==> src/rtl/dmem_responder_pkg.sv <==
// Shared definitions for the MEM-stage data-memory responder: FSM encoding, build defaults and
// the address legality rule.
package dmem_responder_pkg;

  localparam int unsigned DefAddrWidth  = 6;
  localparam int unsigned DefWaitCycles = 2;
  localparam int unsigned DefDataWidth  = 32;
  localparam int unsigned CntWidth      = 4;

  typedef enum logic [1:0] {
    StIdle = 2'b00,
    StWait = 2'b01,
    StResp = 2'b10
  } state_e;

  // A byte address is unusable if it is not word aligned or lies beyond the array.
  function automatic logic addr_bad(input logic [31:0] addr, input int unsigned aw);
    return (addr[1:0] != 2'b00) || ((addr >> (aw + 2)) != 32'd0);
  endfunction

endpackage

==> src/rtl/dmem_responder_if.sv <==
// Request/response bus between the pipeline MEM stage (master) and the data memory (slave).
interface dmem_responder_if
  import dmem_responder_pkg::*;
#(
  parameter int unsigned DATA_WIDTH = DefDataWidth
) ();

  logic                  Req;
  logic                  Wmem;
  logic [31:0]           Addr;
  logic [DATA_WIDTH-1:0] WData;
  logic                  Ready;
  logic [DATA_WIDTH-1:0] RData;
  logic                  Busy;
  logic                  AddrErr;

  modport master (
    output Req, Wmem, Addr, WData,
    input  Ready, RData, Busy, AddrErr
  );

  modport slave (
    input  Req, Wmem, Addr, WData,
    output Ready, RData, Busy, AddrErr
  );

endinterface

==> src/rtl/dmem_array.sv <==
// Single-port word array: synchronous write, registered read, contents survive reset.
module dmem_array #(
  parameter int unsigned ADDR_WIDTH = 6,
  parameter int unsigned DATA_WIDTH = 32
) (
  input  logic                  Clock,
  input  logic                  we,
  input  logic [ADDR_WIDTH-1:0] index,
  input  logic [DATA_WIDTH-1:0] wdata,
  output logic [DATA_WIDTH-1:0] rdata
);

  logic [DATA_WIDTH-1:0] mem_q [2**ADDR_WIDTH];
  logic [DATA_WIDTH-1:0] rdata_q;

  always_ff @(posedge Clock) begin
    if (we) begin
      mem_q[index] <= wdata;
    end
    rdata_q <= mem_q[index];
  end

  assign rdata = rdata_q;

endmodule

==> src/rtl/dmem_responder.sv <==
// MEM-stage data-memory responder: accepts one request, waits WAIT_CYCLES, then commits the
// store or returns load data with a one-cycle Ready pulse and an address-error flag.
module dmem_responder
  import dmem_responder_pkg::*;
#(
  parameter int unsigned ADDR_WIDTH  = DefAddrWidth,
  parameter int unsigned WAIT_CYCLES = DefWaitCycles,
  parameter int unsigned DATA_WIDTH  = DefDataWidth
) (
  input  logic             Clock,
  input  logic             Resetn,
  dmem_responder_if.slave  bus
);

  state_e                state_q, state_d;
  logic [CntWidth-1:0]   cnt_q, cnt_d;
  logic                  wmem_q;
  logic                  bad_q;
  logic [ADDR_WIDTH-1:0] index_q;
  logic [DATA_WIDTH-1:0] wdata_q;
  logic [DATA_WIDTH-1:0] rdata_hold_q;

  logic                  idle;
  logic                  accept;
  logic                  commit;
  logic                  live_bad;
  logic                  cur_wmem;
  logic                  cur_bad;
  logic [ADDR_WIDTH-1:0] cur_index;
  logic [DATA_WIDTH-1:0] cur_wdata;
  logic [DATA_WIDTH-1:0] arr_rdata;
  logic [DATA_WIDTH-1:0] rdata_out;

  assign idle     = (state_q == StIdle);
  assign accept   = idle && bus.Req;
  assign live_bad = addr_bad(bus.Addr, ADDR_WIDTH);

  // With no wait states the access happens on the accepting edge, so it must use live inputs.
  assign cur_wmem  = idle ? bus.Wmem                     : wmem_q;
  assign cur_bad   = idle ? live_bad                     : bad_q;
  assign cur_index = idle ? bus.Addr[ADDR_WIDTH+1:2]     : index_q;
  assign cur_wdata = idle ? bus.WData                    : wdata_q;

  assign commit = ((state_q == StWait) && (cnt_q == '0)) || ((WAIT_CYCLES == 0) && accept);

  dmem_array #(
    .ADDR_WIDTH (ADDR_WIDTH),
    .DATA_WIDTH (DATA_WIDTH)
  ) u_array (
    .Clock (Clock),
    .we    (commit && cur_wmem && !cur_bad),
    .index (cur_index),
    .wdata (cur_wdata),
    .rdata (arr_rdata)
  );

  always_ff @(posedge Clock or negedge Resetn) begin
    if (!Resetn) begin
      state_q      <= StIdle;
      cnt_q        <= '0;
      wmem_q       <= 1'b0;
      bad_q        <= 1'b0;
      index_q      <= '0;
      wdata_q      <= '0;
      rdata_hold_q <= '0;
    end else begin
      state_q <= state_d;
      cnt_q   <= cnt_d;
      if (accept) begin
        wmem_q  <= bus.Wmem;
        bad_q   <= live_bad;
        index_q <= bus.Addr[ADDR_WIDTH+1:2];
        wdata_q <= bus.WData;
      end
      // Keep whatever was presented with Ready until the next completion replaces it.
      if (state_q == StResp) begin
        rdata_hold_q <= rdata_out;
      end
    end
  end

  always_comb begin
    state_d = state_q;
    cnt_d   = cnt_q;
    unique case (state_q)
      StIdle: begin
        if (bus.Req) begin
          cnt_d   = (WAIT_CYCLES == 0) ? '0 : CntWidth'(WAIT_CYCLES - 1);
          state_d = (WAIT_CYCLES == 0) ? StResp : StWait;
        end
      end
      StWait: begin
        if (cnt_q == '0) begin
          state_d = StResp;
        end else begin
          cnt_d = cnt_q - 1'b1;
        end
      end
      StResp:  state_d = StIdle;
      default: state_d = StIdle;
    endcase
  end

  always_comb begin
    bus.Ready   = 1'b0;
    bus.AddrErr = 1'b0;
    bus.Busy    = !idle;
    rdata_out   = rdata_hold_q;
    if (state_q == StResp) begin
      bus.Ready   = 1'b1;
      bus.AddrErr = bad_q;
      if (bad_q) begin
        rdata_out = '0;
      end else if (!wmem_q) begin
        rdata_out = arr_rdata;
      end
    end
  end

  assign bus.RData = rdata_out;

endmodule

==> src/flat_wrapper.sv <==
// flat-port wrapper written by rule: the top's interface ports become plain ports
module dmem_responder_flat import dmem_responder_pkg::*;
#(
  parameter int unsigned ADDR_WIDTH  = DefAddrWidth,
  parameter int unsigned WAIT_CYCLES = DefWaitCycles,
  parameter int unsigned DATA_WIDTH  = DefDataWidth
)
  (Clock, Resetn, bus_Req, bus_Wmem, bus_Addr, bus_WData, bus_Ready, bus_RData, bus_Busy, bus_AddrErr);
  dmem_responder_if #(.DATA_WIDTH(DATA_WIDTH)) bus_i ();
  input  logic Clock;
  input  logic Resetn;
  input wire logic [$bits(bus_i.Req)-1:0] bus_Req;
  input wire logic [$bits(bus_i.Wmem)-1:0] bus_Wmem;
  input wire logic [$bits(bus_i.Addr)-1:0] bus_Addr;
  input wire logic [$bits(bus_i.WData)-1:0] bus_WData;
  output wire logic [$bits(bus_i.Ready)-1:0] bus_Ready;
  output wire logic [$bits(bus_i.RData)-1:0] bus_RData;
  output wire logic [$bits(bus_i.Busy)-1:0] bus_Busy;
  output wire logic [$bits(bus_i.AddrErr)-1:0] bus_AddrErr;
  assign bus_i.Req = bus_Req;
  assign bus_i.Wmem = bus_Wmem;
  assign bus_i.Addr = bus_Addr;
  assign bus_i.WData = bus_WData;
  assign bus_Ready = bus_i.Ready;
  assign bus_RData = bus_i.RData;
  assign bus_Busy = bus_i.Busy;
  assign bus_AddrErr = bus_i.AddrErr;
  dmem_responder #(.ADDR_WIDTH(ADDR_WIDTH), .WAIT_CYCLES(WAIT_CYCLES), .DATA_WIDTH(DATA_WIDTH)) u_core (.Clock(Clock), .Resetn(Resetn), .bus(bus_i));
endmodule
==> config.mk <==
export PLATFORM = sky130hd
export DESIGN_NAME = dmem_responder_flat
export DESIGN_NICKNAME = d
export VERILOG_FILES = /design/src/rtl/dmem_responder_pkg.sv /design/src/rtl/dmem_responder_if.sv /design/src/rtl/dmem_array.sv /design/src/rtl/dmem_responder.sv /design/src/flat_wrapper.sv
export SDC_FILE = /design/constraint.sdc
export NUM_CORES = 2
export LEC_CHECK = 0
export CAP_MARGIN = 20
export CORE_AREA = 5 5 407 509
export DETAILED_ROUTE_END_ITERATION = 12
export DIE_AREA = 0 0 412 514
export GPL_ROUTABILITY_DRIVEN = 0
export HOLD_SLACK_MARGIN = 0.12
export PLACE_DENSITY = 0.52
export SYNTH_ARGS = -nofsm -noshare
export SYNTH_HDL_FRONTEND = slang
export SYNTH_SLANG_ARGS = --single-unit
export TNS_END_PERCENT = 100
==> constraint.sdc <==
create_clock -name Clock -period 9.8 [get_ports Clock]
set_clock_uncertainty 0.2 [all_clocks]
set_input_delay 1.96 -clock Clock [delete_from_list [all_inputs] [get_ports Clock]]
set_output_delay 1.96 -clock Clock [all_outputs]
set_load 0.005 [all_outputs]
# [Word level (Yosys, flattened, before mapping)]
# Memories as Yosys holds them, arrays and structs flattened. A register that Yosys moved wholly into a read port is not among the register bits.
# Cells that the tools add are included.
[op_classes] add_sub_neg=1 mul=0 div=0 n_lt_le_gt_ge=0 eq_ne=5 shift=0 n_mux=17 n_bitwise=0 reduce_logical=14
[op_table] cell="two-way mux 32 bit" count=4
[op_table] cell="nonzero test 32 bit" count=1
[op_table] cell="two-way mux 4 bit" count=2
[op_table] cell="case mux 4 bit (2 select lines)" count=1
[op_table] cell="two-way mux 1 bit" count=6
[op_table] cell="two-way mux 6 bit" count=1
[op_table] cell="!= test 2 bit (second input constant)" count=3
[op_table] cell="logical AND 1 bit" count=4
[op_table] cell="zero test 4 bit" count=1
[op_table] cell="two-way mux 2 bit" count=2
[op_table] cell="case mux 2 bit (2 select lines)" count=1
[op_table] cell="nonzero test 2 bit" count=2
[op_table] cell="subtractor 4 x 1 -> 4 bit (second input constant)" count=1
[op_table] cell="AND reduction 3 bit" count=1
[op_table] cell="== test 2 x 1 -> 1 bit (second input constant)" count=1
[op_table] cell="== test 2 bit (second input constant)" count=1
[op_table] cell="zero test 1 bit" count=2
[op_table] cell="zero test 2 bit" count=1
[op_table] cell="AND reduction 2 bit" count=1
[op_table] cell="logical OR 1 bit" count=1
[word_totals] reg_bits=78 latch_bits=0 mem_bits_rw=2048 mem_bits_ro=0 in_bits=68 out_inout_bits=35 elab_cells=45 mem_count=1
[memory_table] name="u_core.u_array.mem_q" words=64 word_bits=32 rd=1 rd_clocked_by_memory_dff=1 write_ports=1 line="dmem_array.sv:13" text="logic [DATA_WIDTH-1:0] mem_q [2**ADDR_WIDTH];"

# [Logic depth before layout (Yosys ltp)]
[depth] word_depth=7 ltp_mapped=11 mapped_depth_nobuf=8

# [By module]
# A second synthesis with hierarchy kept.
[hier_totals] hier_cells=4587 hier_area_um2=82843.2
[modules_own_cells] module="dmem_array" n_inst=1 cells_each=4239 area_each_um2=78928.2 seq_area_each_um2=62139.6
[modules_own_cells] module="dmem_responder" n_inst=1 cells_each=348 area_each_um2=3915.0 seq_area_each_um2=1951.9

# [Least setup slack after synthesis]
# OpenSTA, ideal clock, no wires.
[synth_timing] path_kind="input-to-reg" startpoint="input bus_Addr[3]" endpoint="memory u_core.u_array.mem_q[15][0], enable pin" setup_time_ns=0.421 arrival_time_ns=5.049 t_required_ns=9.179 slack_ns=4.130 path_stages=8 path_buffers=4 cell_sequence="or3b_2 > nand2_1 > buf_2 > buf_2 > buf_2 > buf_2 > nand3_1 > nor2_1"
[synth_between] elab_chain_len=1
[synth_rtl] item="start, declared" line="flat_wrapper.sv:14" text="input wire logic [$bits(bus_i.Addr)-1:0] bus_Addr;"
[synth_rtl] item="two-way mux 6 bit" line="dmem_responder.sv:41" text="assign cur_index = idle ? bus.Addr[ADDR_WIDTH+1:2] : index_q;"
[synth_rtl] item="end, declared" line="dmem_array.sv:13"
# No other way between the ends.

# [Worst setup path after layout]
[layout_timing] startpoint="register u_core.state_q[1]" endpoint="output bus_RData[2]"
[layout_between] elab_chain_len=2
[layout_rtl] item="start, declared" line="dmem_responder.sv:15" text="state_e state_q, state_d;"
[layout_rtl] item="start signal, assigned" line="dmem_responder.sv:59" text="state_q <= StIdle;"
[layout_rtl] item="start signal, assigned" line="dmem_responder.sv:67" text="state_q <= state_d;"
[layout_rtl] item="== test 2 bit" line="dmem_responder.sv:109" text="if (state_q == StResp) begin"
[layout_rtl] item="two-way mux 32 bit" line="dmem_responder.sv:109"
[layout_rtl] item="end, declared" line="flat_wrapper.sv:17" text="output wire logic [$bits(bus_i.RData)-1:0] bus_RData;"
# No other way between the ends.

==> flow_summary.yaml <==
hold_path:
  hold_class: "flip-flop to flip-flop"
timing:
  finalSetupViolCount: 0
  tightest_slew_ps: 1161
  slew_viol_final: 0
  tns_ps: 0
  period_share_pct: 65.04
  max_freq_ghz: 0.1569
  finalHoldViolations: 0
  maxSlewHeadroom_pct: 22.27
  final.min_clock_period_ps: 6374
  rsz0062_at_grt: "false"
  worst_slack_ps: 3426
  hold_ws_ps: 266.2
worst_setup_path:
  required_ps: 7640
  start_kind: "flip-flop"
  path_buf_inv: 2
  crit_path_top_delay_cell: "nor2b_1"
  path_cells: "nor2b_1 -> nor2b_2 -> buf_4 -> nand2_1 -> a21oi_1 -> clkdlybuf4s50_1"
  cp.arrival_ps: 4210
  cp_max_fo: 32
  crit_path_max_incr_delay_ps: 820
  cp-end-kind: "output pin"
  path_class: "flip-flop to output pin"
  critPathTopFamily: "simple AND/OR/NAND/NOR gates"
pwr:
  leakage_nw: 28.30
  powerDensity_nw_per_um2: 319.8
  irDropWorstVdd_v: 0.0002718
clocking:
  ctsHoldBuffers: 0
  htree_num_levels: 4
  cts.sinks: 2158
  clk_path_buf_depth: 3
  cts_tree: "yes"
  post_cts_buffers: 0
  cts_resized: 0
  cts_buffers: 198
  clk_pin_slew_ps: 60
  clock_latency_ps: 840
  cts_root_buffer: "clkbuf_16"
drt:
  met3_length_um: 20300
  highest_layer: "met5"
  vias_per_cell: 6.144
  remaining_drc_errors: 0
  drt_iter0_markers: 6285
  vias: 46160
  dr.pass1.iters: 9
  finalWirelength_um: 262600
  wl_per_cell_um: 34.95
  met1_length_um: 103300
  antenna_left: 0
  wl_met2_um: 129800
synthesis:
  yosysSeqAreaShare_pct: 80.08
  synth_edf_count: 2048
  synth_adder_area_share_pct: 0.01563
  synth.distinct_cells: 63
  async_flop_share_pct: 3.614
  syn_avg_cell_area_um2: 18.07
  synth_top_family_by_area: "compound AO/OA/AOI/OAI gates"
  synthMuxAreaShare_pct: 4.338
  synth-xor-area-share_pct: 0.02189
  synth-simple-area-share_pct: 2.986
  synth-compound-area-share_pct: 11.03
  ys_seq_elements: 2158
  syn-num-nets: 4499
  netlist_instances: 4430
  syn-cell-area_um2: 80030
  synth_warnings: 0
  synth_top_flop_cell: "edfxtp_1"
grt:
  overflow: 0
  grt_pass1_vias: 45010
  antenna_found_initial: 15
  grt_pass1_wl_um: 362700
  grt_max_degree: 107
  grt_util_all_layers_pct: 24.22
finish:
  syn2layout_area_growth_pct: 15.02
  layoutNonFillerInstCount: 7513
  drive_gt1_share_pct: 18.57
  fin_nets: 4696
outcome:
  status: "completed"
placed_design:
  preCtsSetupSlack_ps: 2806
  portBuffers: 102
  dp_cells: 7138
  dp_hpwl_um: 151800
run:
  drv_cap: 0
floorplanning:
  die_x_um: 412
  design.die.area_um2: 211800
  die_h_um: 514
  core_area_um2: 202100
  io_pins: 103
  core.rowCount: 185
  initial_core_util_pct: 39.61
==> synthesized netlist by cell type (all sizes together), types with 5 or more instances <==
library cell  instances  area, µm²
a21boi                5      37.54
a21oi               167      835.8
a221o                10      100.1
a221oi               92      805.8
a222oi              264       2643
a22o                 72      630.6
a22oi               298       2237
a31oi               159      994.7
a32o                  6      60.06
and2                  5      31.28
and3                  7      43.79
and4                  8      70.07
buf                 112      541.8
clkbuf              177      664.4
dfrtp                78       1952
dfxtp                32      640.6
edfxtp             2048      61500
mux2                278       3134
mux2i                27      270.3
nand2               269       1017
nand2b                7      43.79
nand3                31      155.2
nand3b                6      45.04
nand4                 8      50.05
nor2                107      401.6
nor2b                 5      31.28
nor3                 12      60.06
nor4                 49      306.5
o211ai               11      82.58
o21a                  5      37.54
o21ai                20      111.4
o221ai                6      52.55
o22ai                11      87.59
==> report_power, final <==
part | switching (mW) | total (mW) | internal [mW]
Sequential | 0.221 | 12.4 | 12.2
Clock | 3.38 | 7.63 | 4.25
Combinational | 6.96 | 9.37 | 2.41
==> worst paths after layout <==
check	to	slack, ps	startpoint	depth (start not counted)
hold reg to reg	u_core.rdata_hold_q[24]	270	u_core.u_array.rdata[24]	2
max in group asynchronous	u_core.rdata_hold_q[15]	7470	Resetn	2
hold / removal	u_core.rdata_hold_q[24]	270	u_core.u_array.rdata[24]	2
setup / recovery	bus_RData[2]	3430	u_core.state_q[1]	6
min in group asynchronous	u_core.wdata_q[20]	840	Resetn	1
setup reg to reg	u_core.u_array.rdata[18]	4780	u_core.state_q[1]	9
==> worst register-to-register path, delay by kind of cell (launching register included) <==
| family | cells | cell delay, ps |
|---|---|---|
| simple gates | 3 | 1680 |
| compound gates | 3 | 1040 |
| buf+inv | 2 | 760 |
| flops | 1 | 640 |
| mux | 1 | 460 |
==> metrics by stage <==
| step | total power [mW] | instance area, µm² | util [%] |
|---|---|---|---|
| floorplan | 17.25 | 80030 | - |
| global placement | 21.86 | 85530 | 42.32 |
| detailed placement | 22.00 | 85710 | 42.41 |
| CTS | 29.57 | 92040 | 45.55 |
| global route | 30.31 | 92040 | 45.55 |
| finish | 29.44 | 92050 | 45.55 |
==> kinds of logic after synthesis <==
| kind of cell | after synthesis |
|---|---|
| muxes | 308 |
| and+or+nand+nor | 530 |
| AOI/OAI and AO/OA | 1138 |
| adders and majority gates | 1 |
| xor gates and xnor gates | 2 |
| DFF | 2158 |
| buffers and inverters | 293 |
==> cells in the final DEF, fill, tap and decap left out, drive strengths merged, types with 11 or more instances in the layout <==
cell	n
nand2	269
a21oi	167
dfrtp	78
o21ai	20
a22o	72
nor2	107
dfxtp	32
a221oi	92
o211ai	11
bufinv	14
mux2i	27
o22ai	11
clkdlybuf4s50	101
a22oi	298
mux2	278
nand3	31
nor3	12
clkinv	87
nor4	49
clkbuf	259
buf	185
edfxtp	2048
a31oi	159
a222oi	264
==> layer usage <==
metal	global-route usage, %	vias to the layer above
met3	3.886	379
met1	32.24	24520
met2	40.73	2246
li1	-	19010
met5	0	-
met4	8.049	8
==> state kept, by name (all words and copies together), names as in the netlist <==
| signal | count |
|---|---|
| u_core.wdata_q | 32 |
| u_core.u_array.mem_q | 2048 |
| u_core.rdata_hold_q | 32 |
| u_core.u_array.rdata | 32 |
| u_core.bad_q | 1 |
| u_core.cnt_q | 4 |
| u_core.wmem_q | 1 |
| u_core.state_q | 2 |
| u_core.index_q | 6 |
==> final cells by class <==
| cell class | instances | area (µm²) |
|---|---|---|
| inverter | 4 | 15.01 |
| sequential | 2158 | 64090 |
| clock buffer | 259 | 5413 |
| tap | 2711 | 3392 |
| fill | 17310 | 110000 |
| multi-input combinational | 1979 | 15550 |
| antenna | 5 | 12.51 |
| clock inverter | 111 | 918.4 |
| timing repair buffer | 286 | 2656 |
Note: power is estimated with default switching activity, not from simulation.
